### src/rtl/mem_access_pkg.sv
// -----------------------------------------------------------------------------
// mem_access_pkg
//   Shared constants for the load/store unit: RV32I opcode and funct3 codes,
//   word/enable constants, the access-size type and small decode helpers used
//   by mem_access and mem_lane_align.
// -----------------------------------------------------------------------------
package mem_access_pkg;

  // Opcodes handled by the load/store unit.
  localparam logic [6:0] INST_TYPE_L = 7'b0000011;
  localparam logic [6:0] INST_TYPE_S = 7'b0100011;

  // Load funct3 codes.
  localparam logic [2:0] INST_LB  = 3'b000;
  localparam logic [2:0] INST_LH  = 3'b001;
  localparam logic [2:0] INST_LW  = 3'b010;
  localparam logic [2:0] INST_LBU = 3'b100;
  localparam logic [2:0] INST_LHU = 3'b101;

  // Store funct3 codes.
  localparam logic [2:0] INST_SB = 3'b000;
  localparam logic [2:0] INST_SH = 3'b001;
  localparam logic [2:0] INST_SW = 3'b010;

  localparam logic [31:0] ZeroWord = 32'h0000_0000;
  localparam logic        Enable   = 1'b1;
  localparam logic        Disable  = 1'b0;

  // Access size is encoded in funct3[1:0] for both loads and stores
  // (funct3[2] only selects zero- vs sign-extension on loads).
  typedef enum logic [1:0] {
    SZ_BYTE = 2'b00,
    SZ_HALF = 2'b01,
    SZ_WORD = 2'b10
  } size_e;

  function automatic size_e size_of(input logic [2:0] funct3);
    size_e sz;
    case (funct3[1:0])
      2'b00:   sz = SZ_BYTE;
      2'b01:   sz = SZ_HALF;
      default: sz = SZ_WORD;
    endcase
    return sz;
  endfunction

  // True for the load/store encodings this unit executes.
  function automatic logic inst_legal(input logic [6:0] opcode,
                                      input logic [2:0] funct3);
    logic legal;
    legal = 1'b0;
    if (opcode == INST_TYPE_L)
      legal = funct3 inside {INST_LB, INST_LH, INST_LW, INST_LBU, INST_LHU};
    else if (opcode == INST_TYPE_S)
      legal = funct3 inside {INST_SB, INST_SH, INST_SW};
    return legal;
  endfunction

  // True when the byte offset does not fit the natural alignment of the size.
  function automatic logic inst_misaligned(input logic [2:0] funct3,
                                           input logic [1:0] offset);
    logic mis;
    case (size_of(funct3))
      SZ_HALF: mis = offset[0];
      SZ_WORD: mis = (offset != 2'b00);
      default: mis = 1'b0;
    endcase
    return mis;
  endfunction

endpackage : mem_access_pkg

### src/rtl/mem_access_lane_align.sv
// -----------------------------------------------------------------------------
// mem_lane_align
//   Purely combinational byte-lane logic for the load/store unit.
//   Store side: builds the byte strobes and lane-replicated write data.
//   Load side : selects the addressed byte/halfword from the bus word and
//               sign- or zero-extends it.
//   Ports:
//     funct3   in   3  access size / signedness
//     offset   in   2  effective address [1:0]
//     st_data  in  32  rs2 store data
//     ld_raw   in  32  raw bus read word
//     wstrb    out  4  byte write strobes
//     wdata    out 32  replicated store data
//     ld_data  out 32  extracted and extended load data
// -----------------------------------------------------------------------------
module mem_lane_align
  import mem_access_pkg::*;
(
  input  logic [2:0]  funct3,
  input  logic [1:0]  offset,
  input  logic [31:0] st_data,
  input  logic [31:0] ld_raw,
  output logic [3:0]  wstrb,
  output logic [31:0] wdata,
  output logic [31:0] ld_data
);

  logic [7:0]  ld_byte;
  logic [15:0] ld_half;

  // Store packing. Misaligned offsets simply lose their low bits here:
  // a halfword only looks at offset[1], a word ignores the offset entirely.
  always_comb begin
    // NOTE: every output of a combinational block gets a default first so no
    // path through the case can leave it unassigned and infer a latch.
    wstrb = 4'b0000;
    wdata = ZeroWord;
    case (size_of(funct3))
      SZ_BYTE: begin
        wstrb = 4'b0001 << offset;
        wdata = {4{st_data[7:0]}};
      end
      SZ_HALF: begin
        wstrb = offset[1] ? 4'b1100 : 4'b0011;
        wdata = {2{st_data[15:0]}};
      end
      default: begin
        wstrb = 4'b1111;
        wdata = st_data;
      end
    endcase
  end

  // Load lane selection.
  always_comb begin
    ld_byte = ld_raw[7:0];
    case (offset)
      2'd1:    ld_byte = ld_raw[15:8];
      2'd2:    ld_byte = ld_raw[23:16];
      2'd3:    ld_byte = ld_raw[31:24];
      default: ld_byte = ld_raw[7:0];
    endcase
    ld_half = offset[1] ? ld_raw[31:16] : ld_raw[15:0];
  end

  // Load extension.
  always_comb begin
    ld_data = ld_raw;
    case (funct3)
      INST_LB:  ld_data = {{24{ld_byte[7]}}, ld_byte};
      INST_LBU: ld_data = {24'h000000, ld_byte};
      INST_LH:  ld_data = {{16{ld_half[15]}}, ld_half};
      INST_LHU: ld_data = {16'h0000, ld_half};
      default:  ld_data = ld_raw;
    endcase
  end

endmodule : mem_lane_align

### src/rtl/mem_access.sv
// -----------------------------------------------------------------------------
// mem_access
//   Load/store unit behind the execute stage. Accepts one RV32I load/store at a
//   time, runs a single data-bus transaction for it, holds the pipeline while
//   the access is outstanding and produces the load write-back pulse.
//
//   Optional feature macro: MEM_MISALIGN_TRAP_EN
//     When defined, misaligned accesses make no bus request; instead the unit
//     reports misalign_o / misalign_addr_o for one cycle. When undefined the
//     access proceeds with the low address bits dropped.
//
//   Ports:
//     clk, rst_n           clock (rising edge), synchronous active-low reset
//     mem_valid_i          execute presents an instruction
//     mem_opcode_i/funct3  instruction decode fields
//     mem_addr_i           effective address
//     mem_rs2_data_i       store data
//     mem_rd_addr_i        load destination
//     bus_req_o/we/addr/wstrb/wdata   data-bus request (held until bus_gnt_i)
//     bus_gnt_i            request accepted
//     bus_rvalid_i/rdata_i read response
//     mem_hold_o           stall request to the control unit
//     wb_en_o/addr/data    load write-back (one-cycle pulse)
//     misalign_o/addr_o    misaligned access report (MEM_MISALIGN_TRAP_EN only)
// -----------------------------------------------------------------------------
module mem_access
  import mem_access_pkg::*;
#(
  parameter int ADDR_W = 32,
  parameter int DATA_W = 32   // fixed at 32 for RV32I; lane logic assumes it
) (
  input  logic              clk,
  input  logic              rst_n,
  input  logic              mem_valid_i,
  input  logic [6:0]        mem_opcode_i,
  input  logic [2:0]        mem_funct3_i,
  input  logic [ADDR_W-1:0] mem_addr_i,
  input  logic [DATA_W-1:0] mem_rs2_data_i,
  input  logic [4:0]        mem_rd_addr_i,
  output logic              bus_req_o,
  output logic              bus_we_o,
  output logic [ADDR_W-1:0] bus_addr_o,
  output logic [3:0]        bus_wstrb_o,
  output logic [DATA_W-1:0] bus_wdata_o,
  input  logic              bus_gnt_i,
  input  logic              bus_rvalid_i,
  input  logic [DATA_W-1:0] bus_rdata_i,
  output logic              mem_hold_o,
  output logic              wb_en_o,
  output logic [4:0]        wb_addr_o,
  output logic [DATA_W-1:0] wb_data_o
`ifdef MEM_MISALIGN_TRAP_EN
  ,
  output logic              misalign_o,
  output logic [ADDR_W-1:0] misalign_addr_o
`endif
);

  localparam logic [1:0] IDLE = 2'd0;
  localparam logic [1:0] REQ  = 2'd1;
  localparam logic [1:0] WAIT = 2'd2;
  localparam logic [1:0] DONE = 2'd3;

  logic [1:0]        state_q, state_d;

  // Fields latched from execute in the accept cycle.
  logic [ADDR_W-1:0] addr_q;
  logic [2:0]        funct3_q;
  logic              is_store_q;
  logic [DATA_W-1:0] rs2_q;
  logic [4:0]        rd_q;
  logic [DATA_W-1:0] rdata_q;     // extracted load data, captured on rvalid

  logic              accept;
  logic              trap_now;    // accepted access is routed to the trap path
  logic              trap_done;   // DONE belongs to a trapped access

  logic [3:0]        lane_wstrb;
  logic [DATA_W-1:0] lane_wdata;
  logic [DATA_W-1:0] lane_ld_data;

  assign accept = (state_q == IDLE) && mem_valid_i &&
                  inst_legal(mem_opcode_i, mem_funct3_i);

`ifdef MEM_MISALIGN_TRAP_EN
  logic trap_q;
  assign trap_now  = accept && inst_misaligned(mem_funct3_i, mem_addr_i[1:0]);
  assign trap_done = trap_q;
`else
  assign trap_now  = 1'b0;
  assign trap_done = 1'b0;
`endif

  // The aligner always works from the latched fields, so strobes and data are
  // stable for the whole REQ phase and extraction matches the latched offset.
  mem_lane_align u_lane_align (
    .funct3  (funct3_q),
    .offset  (addr_q[1:0]),
    .st_data (rs2_q),
    .ld_raw  (bus_rdata_i),
    .wstrb   (lane_wstrb),
    .wdata   (lane_wdata),
    .ld_data (lane_ld_data)
  );

  // Next-state logic. gnt is only looked at in REQ and rvalid only in WAIT,
  // which is what makes stray handshakes in other states harmless.
  always_comb begin
    state_d = state_q;
    case (state_q)
      IDLE: if (accept)       state_d = trap_now ? DONE : REQ;
      REQ:  if (bus_gnt_i)    state_d = is_store_q ? DONE : WAIT;
      WAIT: if (bus_rvalid_i) state_d = DONE;
      default:                state_d = IDLE;
    endcase
  end

  always_ff @(posedge clk) begin
    if (!rst_n) begin
      // NOTE: sequential state uses non-blocking assignments so every register
      // samples the pre-edge values regardless of statement order.
      state_q    <= IDLE;
      addr_q     <= '0;
      funct3_q   <= 3'b000;
      is_store_q <= 1'b0;
      rs2_q      <= '0;
      rd_q       <= 5'd0;
      rdata_q    <= '0;
`ifdef MEM_MISALIGN_TRAP_EN
      trap_q     <= 1'b0;
`endif
    end else begin
      state_q <= state_d;
      if (accept) begin
        addr_q     <= mem_addr_i;
        funct3_q   <= mem_funct3_i;
        is_store_q <= (mem_opcode_i == INST_TYPE_S);
        rs2_q      <= mem_rs2_data_i;
        rd_q       <= mem_rd_addr_i;
`ifdef MEM_MISALIGN_TRAP_EN
        trap_q     <= trap_now;
`endif
      end
      if ((state_q == WAIT) && bus_rvalid_i)
        rdata_q <= lane_ld_data;
    end
  end

  // Outputs decode from state. Everything is gated by rst_n so a synchronous
  // reset silences the bus and write-back in the very cycle it is asserted.
  always_comb begin
    bus_req_o   = Disable;
    bus_we_o    = Disable;
    bus_addr_o  = '0;
    bus_wstrb_o = 4'b0000;
    bus_wdata_o = '0;
    mem_hold_o  = Disable;
    wb_en_o     = Disable;
    wb_addr_o   = 5'd0;
    wb_data_o   = '0;
    if (rst_n) begin
      mem_hold_o = accept || (state_q == REQ) || (state_q == WAIT);
      if (state_q == REQ) begin
        bus_req_o  = Enable;
        bus_we_o   = is_store_q;
        bus_addr_o = {addr_q[ADDR_W-1:2], 2'b00};
        if (is_store_q) begin
          bus_wstrb_o = lane_wstrb;
          bus_wdata_o = lane_wdata;
        end
      end
      // Loads to x0 still access the bus but never write back.
      if ((state_q == DONE) && !is_store_q && (rd_q != 5'd0) && !trap_done) begin
        wb_en_o   = Enable;
        wb_addr_o = rd_q;
        wb_data_o = rdata_q;
      end
    end
  end

`ifdef MEM_MISALIGN_TRAP_EN
  always_comb begin
    misalign_o      = Disable;
    misalign_addr_o = '0;
    if (rst_n && (state_q == DONE) && trap_q) begin
      misalign_o      = Enable;
      misalign_addr_o = addr_q;
    end
  end
`endif

endmodule : mem_access

### config.mk
export PLATFORM = sky130hd
export DESIGN_NAME = mem_access
export DESIGN_NICKNAME = d
export VERILOG_FILES = /design/src/rtl/mem_access_pkg.sv /design/src/rtl/mem_access_lane_align.sv /design/src/rtl/mem_access.sv
export SDC_FILE = /design/constraint.sdc
export NUM_CORES = 1
export LEC_CHECK = 0
export BUFFER_PORTS_ARGS = -buffer_cell sky130_fd_sc_hd__buf_2
export CAP_MARGIN = 15
export CORE_AREA = 2 2 102 144
export DETAILED_ROUTE_END_ITERATION = 7
export DIE_AREA = 0 0 104 146
export PLACE_DENSITY = 0.73
export REMOVE_ABC_BUFFERS = 1
export SYNTH_ARGS = -nofsm -noshare
export SYNTH_HDL_FRONTEND = slang
export SYNTH_HIERARCHICAL = 1
export SYNTH_SLANG_ARGS = --single-unit
### constraint.sdc
create_clock -name clk -period 1.75 [get_ports clk]
set_input_delay 0.35 -clock clk [delete_from_list [all_inputs] [get_ports clk]]
set_output_delay 0.35 -clock clk [all_outputs]
set_load 0.01 [all_outputs]
==> reports/qor.yml, run 1 <==
synth_seq_cells: 107
syn-mean-instance-area_um2: 7.65
cts_max_level: 3
ys_types: 42
root_buffer: "clkbuf_16"
die_w_um: 104
cp_max_fo: 29
powerDensity_mw_per_mm2: 576
start_kind: "register"
synth-edff-count: 0
grt.total_usage: 0.233
diodes: 0
n_fill_cell: 1171
synth-main-ff-cell: "dfxtp_1"
grt_use_met3: 0.0515
synthToLayoutAreaGrowth_pct: 47.0
yosysWarnings: 6
dp.cells: 1173
met2_usage: 0.421
syn_area_mm2: 0.00617
synth_xor_area_frac: 0
wl_um: 21200
final_cell_mix: "nand2_1, buf_2, dfxtp_1"
p_leak_nw: 3.78
gp_congestion: 0.891
die_y_um: 146
start_util: 0.448
hpwl_um: 12000
grt_pass1_wl_um: 29200
antenna_found_initial: 0
cts_buffers: 9
synth_compound_area_frac: 0.210
fin_crit_ns: 2.18
netSwitchingFraction: 0.257
min_path_type: "in2reg"
rows: 51
drtIter0Drc: 323
insertion_delay_ns: 0.35
p_seq_frac: 0.472
fin_util: 0.658
setup_viol: 134
cts_hold_buf: 0
drive_above_1_share: 0.405
vias_per_cell: 5.28
period_share: 1.25
muxShareOfSynthArea: 0.0472
drv_slew: 0
pre_cts_slack_ns: -0.0602
ant_nets: 0
drtPass1Iterations: 5
top_usage_layer: "met2"
grt_pass1_vias: 5870
synth_top_family_by_area: "simple AND/OR/NAND/NOR gates"
crit_required_ns: 1.40
synthAdderAreaFrac: 0.00811
grt_max_degree: 117
dieArea_mm2: 0.0152
dpl_cell_area_mm2: 0.00749
io_buffer_count: 222
clock_skew_ns: 0.00817
worst-setup-path-type: "reg2out"
ctsLongestPathBuffers: 2
status: "finished with violations"
arrival_ns: 1.83
final_hold_viol_count: 0
violations: "setup timing"
wl_per_cell_um: 17.3
grt_util_met1: 0.272
switching_power_mw: 1.34
coreArea_mm2: 0.0138
drc: 0
rsz0062_at_grt: "yes"
pwr-share-comb: 0.160
clock.fmax_mhz: 458
stdcell_area_mm2: 0.00907
synthSimpleGateAreaFrac: 0.313
totalPowerFinal_mw: 5.23
fin_nets: 1154
synthCells: 807
peakVddDrop_v: 0.000367
cts_tree: "yes"
boundaryPins: 225
final_cell_count_no_fill: 1224
grt.overflow.total: 0
end_kind: "output port"
cap_violations: 0
cts_sinks: 107
ys_seq_area_frac: 0.347
postSynth.asyncResetShare: 0
post-route-worst-setup-slack_ns: -0.432
p_int_mw: 3.88
vias: 6466
layout_commonest_cell: "nand2_1"
p_clk_frac: 0.369
clkTransAtPathRegs_ns: 0.08
-- power by group through the flow --
| stage | Combinational, mW | Sequential [mW] | Clock (mW) |
|---|---|---|---|
| floorplan | 0.198 | 2.51 | 0 |
| global placement | 0.496 | 2.51 | 0 |
| detailed placement | 0.502 | 2.51 | 0 |
| CTS | 0.578 | 2.46 | 1.97 |
| global route | 0.875 | 2.47 | 2.08 |
| finish | 0.834 | 2.46 | 1.93 |
-- registers in the layout, indices dropped and copies added, names as in the netlist --
register / count
is_store_q: 1
state_q: 2
addr_q: 32
rs2_q: 32
rdata_q: 32
rd_q: 5
funct3_q: 3
-- metal layers --
metal / wire length [um] / vias to the layer above
met5: 0 / -
met1: 8080 / 3056
li1: - / 3121
met3: 1190 / 51
met4: 681 / 0
met2: 11200 / 238
-- cell families (layout without fill, tap and decap cells) --
logic type	Yosys count	count (layout)
DFF	107	107
adders and majority gates	4	4
and+or+nand+nor	411	411
buffers and inverters	83	314
other	1	2
AOI/OAI and AO/OA	174	174
muxes	27	27
-- metrics by stage --
stage,hold slack [ns],setup TNS [ns]
finish,0.235,-31.78
global route,0.228,-44.35
CTS,0.230,-29.48
detailed placement,0.445,-1.83
global placement,0.440,-0.708
floorplan,0.432,-80.68
-- layout make-up --
cell class | count | area (um2) | area share
well taps | 185 | 231 | 0.0255
clock inverters | 5 | 37.5 | 0.00414
flip-flops and latches | 107 | 2150 | 0.237
clock buffers | 11 | 233 | 0.0257
repair buffers | 291 | 2380 | 0.262
multi-input cells | 618 | 4010 | 0.442
inverters | 7 | 31.3 | 0.00345
-- what timing repair did --
| item | CTS | global route |
|---|---|---|
| buffers inserted | 3 | 15 |
| setup endpoints to repair | 108 | 184 |
| pin swaps | 4 | 109 |
| endpoints found under the hold margin | 0 | 0 |
| gates cloned | 3 | 16 |
| gates resized for setup | 44 | 196 |
-- critical path, cell delays in order, from the launching register on --
cell and delay [ns]:
dfxtp_2 0.32, or4_4 0.54, nor2_4 0.12, nor3_4 0.05
buf_12 0.16, and2_1 0.16, buf_2 0.13
-- worst paths after layout --
kind                                startpoint       endpoint  slack [ns]  cells after the start
worst max-delay path                   rd_q[0]  wb_data_o[21]       -0.43                      6
worst min-delay path            mem_addr_i[10]     addr_q[10]        0.24                      3
worst max register to register      state_q[1]       rs2_q[1]       -0.09                     10
worst min register to register       rs2_q[26]      rs2_q[26]        0.45                      2
-- synthesized netlist by cell type (10+ instances only) --
cell type  instances  area [um2]
nand2_1          253         950
buf_2             18        90.1
nor2_1            13        48.8
mux2i_1           16         160
a21boi_0          97         728
clkbuf_1          36         135
o21ai_0           13        65.1
and2_1            74         463
a21boi_1          10        75.1
buf_6             11         124
buf_4             11        82.6
and3_1            31         194
dfxtp_1          107        2140
nor2b_1           27         169
o22ai_1           17         106
Power figures use the tool's default switching activity.
==> inputs of run 2 (changes only) <==
- CORE_AREA: 2 2 102 144 -> 2 2 121 123
- DIE_AREA: 0 0 104 146 -> 0 0 123 125
- PLACE_DENSITY: 0.73 -> 0.72
==> run 2 against run 1 <==
Effect of this change:
- combinational power shrank 2%
- clock skew is 0.00065 ns lower
- count of clock-buffer cells in the layout shrank 1
- sequential power barely moved
- clock power hardly changed
- the flow still finishes with violations (setup timing)
- hold slack worse by 0.0057 ns
- largest cell class unchanged
==> reports/qor.yml, run 2 (synthesis results as in run 1) <==
synthToLayoutAreaGrowth_pct: 41.3
final_hold_viol_count: 0  # unchanged
clkTransAtPathRegs_ns: 0.07  # about the same
start_kind: "register"
setup_viol: 101  # -25%
clock_skew_ns: 0.00752  # -0.000652 ns
n_fill_cell: 1252  # +6.9%
end_kind: "output port"
drive_above_1_share: 0.362  # -0.0433
violations: "setup timing"
grt_pass1_wl_um: 28100  # -3.8%
vias_per_cell: 5.15  # -2.6%
worst-setup-path-type: "reg2out"
layout_commonest_cell: "nand2_1"
multi_input_area_mm2: 0.00381  # -4.9%
coreArea_mm2: 0.0142  # +3.1%
crit_required_ns: 1.40  # about the same
seq_area_mm2: 0.00215  # -0.12%
hpwl_um: 12500  # +3.7%
die_y_um: 125  # -14%
cap_violations: 0  # unchanged
gp_congestion: 0.876  # -1.7%
fin_crit_ns: 2.18  # +0.00216 ns
grt_max_degree: 75  # -36%
period_share: 1.25  # about the same
peakVddDrop_v: 0.000382  # +3.8%
status: "finished with violations"
vias: 6294  # -2.7%
drtIter0Drc: 349  # +8.0%
fin_nets: 1154  # unchanged
dp.cells: 1182  # +0.77%
powerDensity_mw_per_mm2: 597  # +3.6%
dieArea_mm2: 0.0154  # +1.3%
pre_cts_slack_ns: -0.0892  # -0.0290 ns
grt.overflow.total: 0  # unchanged
cts_buffers: 9  # unchanged
insertion_delay_ns: 0.35  # about the same
grt.total_usage: 0.228  # -0.00480
cpMaxStageDelayCell: "or4_4"
grt_pass1_vias: 5718  # -2.6%
final_cell_mix: "nand2_1, buf_2, dfxtp_1"
crit_chain: "or4_4 -> nor2_4 -> nor3_2 -> buf_12 -> and2_1 -> buf_2"
cts_max_level: 3  # unchanged
arrival_ns: 1.83  # about the same
drc: 0  # unchanged
wl_um: 19900  # -5.8%
min_path_type: "in2reg"
drv_slew: 0  # unchanged
ctsLongestPathBuffers: 2  # unchanged
cts_tree: "yes"
cts_sinks: 107  # unchanged
wl_per_cell_um: 16.3  # -5.8%
critPathMaxStageDelay_ns: 0.54  # about the same
diodes: 0  # unchanged
fin_setup_tns_ns: -33.38  # -1.59 ns
reg.largest.list: "addr_q: 32 flops, rdata_q: 32 flops, rs2_q: 32 flops"
start_util: 0.434  # -0.0133
post-route-worst-setup-slack_ns: -0.434  # -0.00216 ns
boundaryPins: 225  # unchanged
p_leak_nw: 3.68  # -2.8%
rsz0062_at_grt: "yes"
cp_max_fo: 37  # +28%
clock.fmax_mhz: 458  # about the same
ant_nets: 0  # unchanged
drtPass1Iterations: 4  # -1
die_w_um: 123  # +18%
antenna_found_initial: 0  # unchanged
root_buffer: "clkbuf_16"
rows: 44  # -14%
io_buffer_count: 222  # unchanged
final_cell_count_no_fill: 1223  # -0.082%
[run 2: critical path: cells and delay by family, from the launching register on]
family / cells / cell delay, ns
and+or+nand+nor: 4 / 0.87
DFF: 1 / 0.31
buffers and inverters: 2 / 0.30
[run 2: layer usage]
metal | global-route usage | up-vias | part of all wire
met1 | 0.285 | 2904 | 0.42
li1 | - | 3118 | -
met4 | 0.0829 | 0 | 0.025
met3 | 0.0639 | 33 | 0.086
met5 | 0 | - | 0
met2 | 0.373 | 239 | 0.47
[run 2: path summary, 6_finish.rpt]
check	from	endpoint	slack (ns)	cells after the start
max	rd_q[0]	wb_data_o[21]	-0.43	6
min	mem_rs2_data_i[29]	rs2_q[29]	0.23	3
max reg2reg	state_q[1]	addr_q[26]	0.01	9
min reg2reg	rs2_q[19]	rs2_q[19]	0.45	2
[run 2: timing repair]
item | CTS | global route
resized for setup | 25 | 107
hold buffers | 0 | 0
pin swaps | 9 | 21
setup buffers | 3 | 8
gates cloned | 2 | 14
setup endpoints to repair | 123 | 185
[run 2: area by class of cell]
class,count,share of cell area
sequential,107,0.247
inverter,7,0.00330
multi-input combinational,619,0.437
clock buffer,10,0.0263
tap,184,0.0264
clock inverter,6,0.00473
timing repair buffer,290,0.256
[run 2: stage by stage]
step                utilization  total power, mW  area, um2  hold slack, ns
finish                    0.614             5.21       8720           0.230
global route              0.614             5.38       8720           0.230
global placement          0.533             3.01       7560           0.439
floorplan                     -             2.71       5740           0.432
CTS                       0.564             5.00       8010           0.216
detailed placement        0.533             3.01       7560           0.447
[run 2: where the power goes]
group	switching [mW]	internal [mW]	leakage [nW]	total [mW]
Sequential	0.0163	2.45	0.864	2.47
Combinational	0.362	0.458	2.67	0.820
Clock	0.950	0.970	0.137	1.92
Total	1.33	3.88	3.68	5.21
